===== src/rtl/alu_arbiter.sv =====
// Round-robin arbiter/sequencer that shares one combinational ALU between two
// requesters. It holds registered operands stable for an opcode-dependent time and returns a tagged response.
module alu_arbiter #(
  parameter int WIDTH    = 32,
  parameter int LAT_FAST = 1,
  parameter int LAT_MUL  = 3
) (
  input  logic             clk,
  input  logic             reset,
  input  logic             req0_valid,
  output logic             req0_ready,
  input  logic [WIDTH-1:0] req0_a,
  input  logic [WIDTH-1:0] req0_b,
  input  logic [5:0]       req0_alufn,
  input  logic             req1_valid,
  output logic             req1_ready,
  input  logic [WIDTH-1:0] req1_a,
  input  logic [WIDTH-1:0] req1_b,
  input  logic [5:0]       req1_alufn,
  output logic [WIDTH-1:0] alu_a,
  output logic [WIDTH-1:0] alu_b,
  output logic [5:0]       alu_alufn,
  input  logic [WIDTH-1:0] alu_otp,
  input  logic             alu_overflow,
  output logic             rsp_valid,
  input  logic             rsp_ready,
  output logic             rsp_id,
  output logic [WIDTH-1:0] rsp_result,
  output logic             rsp_zero,
  output logic             rsp_overflow,
  output logic             rsp_illegal
);

  localparam logic [5:0] OP_ADD = 6'b000000;
  localparam logic [5:0] OP_SUB = 6'b000001;
  localparam logic [5:0] OP_MUL = 6'b000010;
  localparam logic [5:0] OP_AND = 6'b000100;
  localparam logic [5:0] OP_OR  = 6'b000101;
  localparam logic [5:0] OP_XOR = 6'b000110;
  localparam logic [5:0] OP_SLL = 6'b001000;
  localparam logic [5:0] OP_SRL = 6'b001001;

  localparam int LAT_MAX = (LAT_MUL > LAT_FAST) ? LAT_MUL : LAT_FAST;
  localparam int CW      = (LAT_MAX > 1) ? $clog2(LAT_MAX) : 1;

  typedef enum logic [1:0] {IDLE, EXEC, RESP} state_t;

  state_t           state;
  logic             last_grant;
  logic [CW-1:0]    cnt;
  logic             grant;
  logic             accept;
  logic [WIDTH-1:0] sel_a;
  logic [WIDTH-1:0] sel_b;
  logic [5:0]       sel_fn;

  function automatic logic is_legal(input logic [5:0] fn);
    case (fn)
      OP_ADD, OP_SUB, OP_MUL, OP_AND, OP_OR, OP_XOR, OP_SLL, OP_SRL: is_legal = 1'b1;
      default:                                                      is_legal = 1'b0;
    endcase
  endfunction

  // Round robin: a lone requester wins outright, a tie goes to the port not served last.
  always_comb begin
    // NOTE: every signal gets a default first so no path can leave it unassigned and infer a latch.
    grant = 1'b0;
    if (req0_valid && req1_valid) grant = ~last_grant;
    else if (req1_valid)          grant = 1'b1;
    sel_a  = grant ? req1_a     : req0_a;
    sel_b  = grant ? req1_b     : req0_b;
    sel_fn = grant ? req1_alufn : req0_alufn;
  end

  assign req0_ready = (state == IDLE) && req0_valid && !grant;
  assign req1_ready = (state == IDLE) && req1_valid &&  grant;
  assign accept     = req0_ready | req1_ready;

  // NOTE: non-blocking assignments so every register samples pre-edge values regardless of statement order.
  always_ff @(posedge clk or posedge reset) begin
    if (reset) begin
      state        <= IDLE;
      last_grant   <= 1'b1;
      cnt          <= '0;
      alu_a        <= '0;
      alu_b        <= '0;
      alu_alufn    <= '0;
      rsp_valid    <= 1'b0;
      rsp_id       <= 1'b0;
      rsp_result   <= '0;
      rsp_zero     <= 1'b0;
      rsp_overflow <= 1'b0;
      rsp_illegal  <= 1'b0;
    end else begin
      case (state)
        IDLE: begin
          if (accept) begin
            alu_a      <= sel_a;
            alu_b      <= sel_b;
            alu_alufn  <= sel_fn;
            rsp_id     <= grant;
            last_grant <= grant;
            if (is_legal(sel_fn)) begin
              cnt   <= (sel_fn == OP_MUL) ? CW'(LAT_MUL - 1) : CW'(LAT_FAST - 1);
              state <= EXEC;
            end else begin
              // Illegal opcodes never touch the ALU result and answer immediately.
              rsp_result   <= '0;
              rsp_zero     <= 1'b1;
              rsp_overflow <= 1'b0;
              rsp_illegal  <= 1'b1;
              rsp_valid    <= 1'b1;
              state        <= RESP;
            end
          end
        end
        EXEC: begin
          if (cnt == '0) begin
            rsp_result   <= alu_otp;
            rsp_zero     <= (alu_otp == '0);
            rsp_overflow <= ((alu_alufn == OP_ADD) || (alu_alufn == OP_SUB)) && alu_overflow;
            rsp_illegal  <= 1'b0;
            rsp_valid    <= 1'b1;
            state        <= RESP;
          end else begin
            cnt <= cnt - 1'b1;
          end
        end
        RESP: begin
          if (rsp_ready) begin
            rsp_valid <= 1'b0;
            state     <= IDLE;
          end
        end
        default: state <= IDLE;
      endcase
    end
  end

endmodule


===== config.mk =====
export PLATFORM = sky130hd
export DESIGN_NAME = alu_arbiter
export DESIGN_NICKNAME = d
export VERILOG_FILES = /design/src/rtl/alu_arbiter.sv
export SDC_FILE = /design/constraint.sdc
export NUM_CORES = 1
export LEC_CHECK = 0
export ABC_AREA = 1
export ABC_CLOCK_PERIOD_IN_PS = 3300
export BUFFER_PORTS_ARGS = -buffer_cell sky130_fd_sc_hd__buf_2
export CORE_UTILIZATION = 40
export DETAILED_ROUTE_END_ITERATION = 12
export GPL_TIMING_DRIVEN = 0
export PLACE_DENSITY_LB_ADDON = 0.05
export SLEW_MARGIN = 20
export SYNTH_ARGS = -nofsm -noshare
export SYNTH_HDL_FRONTEND = slang
export SYNTH_SLANG_ARGS = --single-unit

===== constraint.sdc =====
create_clock -name clk -period 3.3 [get_ports clk]
set_clock_uncertainty 0.15 [all_clocks]
set_input_delay 0.495 -clock clk [delete_from_list [all_inputs] [get_ports clk]]
set_output_delay 0.495 -clock clk [all_outputs]
set_load 0.05 [all_outputs]

==> results by group <==
Floorplanning
  • Std cell rows: 41
  • IO Count: 287
  • Core box area: 12,600 um^2
  • Initial Utilization: 0.411
  • Die H: 116 um
  • DIE AREA: 13,400 um^2
  • Die width: 116 um

Drt
  • Initial DRC Count: 340
  • Total number of vias: 5,546
  • WL/cell: 14.9 um
  • DRT antenna net count: 0
  • First-pass iteration count of the detailed router: 4
  • # DRC: 0
  • Via density per instance: 4.93
  • Post-detailed-routing wire length: 16.8 mm

Power
  • P per Cell Area: 1220 nW/um^2
  • Leak Pwr: 0.00395 uW
  • Worst vdd ir: approximately 0.56 mV

Clock network
  • Num CTS Buffers: 9
  • Clk sinks: about 110
  • Clock Latency Late Sink: 0.35 ns
  • Post-cts resize count: 0
  • Post-CTS setup buffers: 0
  • Clk root buf: clkbuf_16
  • # H-tree levels: 3
  • CTS clk-pin slew, worst paths: 0.08 ns
  • CTS tree: done
  • Max clock buf depth: 2
  • Hold buffer count at cts: 0

Synthesis
  • Syn nets: roughly 830
  • Post-synthesis average cell area: around 8.0 um^2
  • Fraction of the mapped netlist area in simple logic gates: 0.315
  • Synth Warn #: 0
  • XOR/XNOR Fraction of Synth Area: 0
  • Synth Area in Compound Gates: 0.0865
  • Sequential-to-total area share from yosys stat: 0.540
  • Synth Cell Area: 5190 um^2
  • Multiplexer share of the synthesized area: 0
  • Cells after Synth: 648
  • Cell taking the most area after synthesis: dfrtp_1
  • Yosys top cell area share: 0.535
  • Dominant cells by area after synthesis: dfrtp_1 (54%), nand2_1 (18%), a31oi_1 (7.7%)
  • FF+latch count, synth: 112
  • Largest family of logic cells by synthesized area: simple AND/OR/NAND/NOR gates
  • Unique masters post-synth: 25
  • Post-Synth Adder-Cell Area: 0.00241

Worst setup path
  • R2r setup slk: 1.27 ns
  • CP Max Fanout: 10
  • Critical path class: register to output pin
  • Setup crit end kind: output pin
  • Worst r2r path cells: 6
  • Worst path required time: 2.65 ns
  • Reg-to-Reg End: alu_b[31]
  • Startpoint types: register
  • RR Startpoint: last_grant
  • Crit path DAT: roughly 1.9 ns

Place
  • Pre-CTS setup slack: 0.945 ns
  • Post-Place Cells: about 1,100
  • Port-buffer cells: approximately 290
  • GP Congestion: 0.841
  • Post-DP HPWL: 13.1 mm
  • Area after DPL: 6900 um^2

STA
  • Worst Slack Setup Final: 0.713 ns
  • Final hold slack: ~0.055 ns
  • Relative slew margins: 0.583
  • RSZ-0062 raised after global routing: no
  • Final Hold Viols: 0
  • Final Setup Violations: 0
  • Maximum clock rate: 0.387 GHz
  • Minimum clock period: around 2.6 ns
  • Setup TNS: 0 ns
  • Fin crit share: 0.784
  • Slew @ Worst Pin: 0.624 ns
  • Pins Over Slew Limit: 0

GRT
  • First-pass GRT wire length: around 26 mm
  • GRT overflow: 0
  • Vias in the first global route: roughly 5,300
  • Initial antenna violation count: 1
  • Aggregate global-route resource usage: 0.256
  • Largest net degree at the start of global routing: 35

Final layout
  • Most frequent cells in the layout: buf_2 (299), nand2_1 (251), dfrtp_1 (111)
  • Finished Cell Area: 7270 um^2
  • Fraction of layout cells with a size suffix above 1: 0.356
  • Commonest non-fill, non-tap cell in the layout: buf_2
  • Ant diodes: 0
  • Nets: 1,126
  • Finished Layout Cells: 1,124
  • Syn-to-layout area delta: 40.0%

Outcome
  • Status: complete, no violations

Worst hold path
  • Hold Crit Class: input pin to async pin

Run
  • MaxCap Viol Count: 0
-- layer usage --
layer	track usage	wire, um	up-vias
li1	-	-	2690
met1	0.304	6790	2611
met2	0.442	8340	211
met3	0.0596	1160	32
met4	0.115	464	2
met5	0	16	-
-- cells in the mapped netlist --
cell type  count
clkbuf_1      17
dfrtp_1      111
o21ai_2        1
or2_2          1
buf_4          5
nor2_2         2
nand3_1       38
nor2_1        93
ha_1           1
nor2_4         2
buf_6          3
nor4_1         1
dfstp_2        1
buf_2         14
nand4_1        1
nand2_4        2
nand3_4        1
nand3b_1       6
inv_1         22
nand2_1      251
a31oi_1       64
a21oi_1        2
nor3_1         1
o21ai_0        6
nand2_2        2
-- state kept, by name, indices dropped and copies added, names as in the netlist --
register	cells
alu_a	32
alu_alufn	6
alu_b	32
cnt	2
last_grant	1
rsp_id	1
rsp_illegal	1
rsp_overflow	1
rsp_result	32
rsp_valid	1
rsp_zero	1
state	2
-- cell type report --
type | instances | area [um^2]
tap | 172 | 215
inverter | 22 | 86.3
sequential | 112 | 2800
clock inverter | 7 | 144
buffer | 39 | 205
timing repair buffer | 288 | 1490
fill | 1232 | 5350
multi-input combinational | 475 | 2100
clock buffer | 9 | 225
-- how the worst max path moves through the flow --
stage                     startpoint          to  cells past startpoint
after floorplan           req1_valid  req0_ready                      5
after global placement         reset   alu_b[19]                      2
final                     last_grant  req0_ready                      6
after CTS                 last_grant  req0_ready                      6
after global routing      last_grant  req0_ready                      6
after detailed placement  req0_valid  req0_ready                      7
-- power by group --
group | leakage, uW | total [uW] | internal (uW) | switching, uW
clock network | 0.000172 | 1350 | 821 | 527
logic | 0.00243 | 5100 | 1190 | 3910
registers | 0.00135 | 2450 | 2060 | 382
-- per-stage QoR --
stage / power (uW) / util
2_1_floorplan: 6220 / -
3_3_place_gp: 7500 / 0.542
3_5_place_dp: 7590 / 0.547
4_1_cts: 8940 / 0.576
5_1_grt: 9410 / 0.576
6_report: 8890 / 0.576
-- cell families after synthesis --
family,after synthesis
buf+inv,61
fa+ha+maj,1
compound gates,73
simple gates,401
flops,112
-- worst max-delay path, stage by stage, from the launching register on --
cell and delay (ns):
dfstp_2 0.54, nand2_2 0.12, nand2_4 0.14, inv_1 0.06, clkbuf_1 0.25, nor2_1 0.19, buf_2 0.28
(Power assumes the default switching activity.)
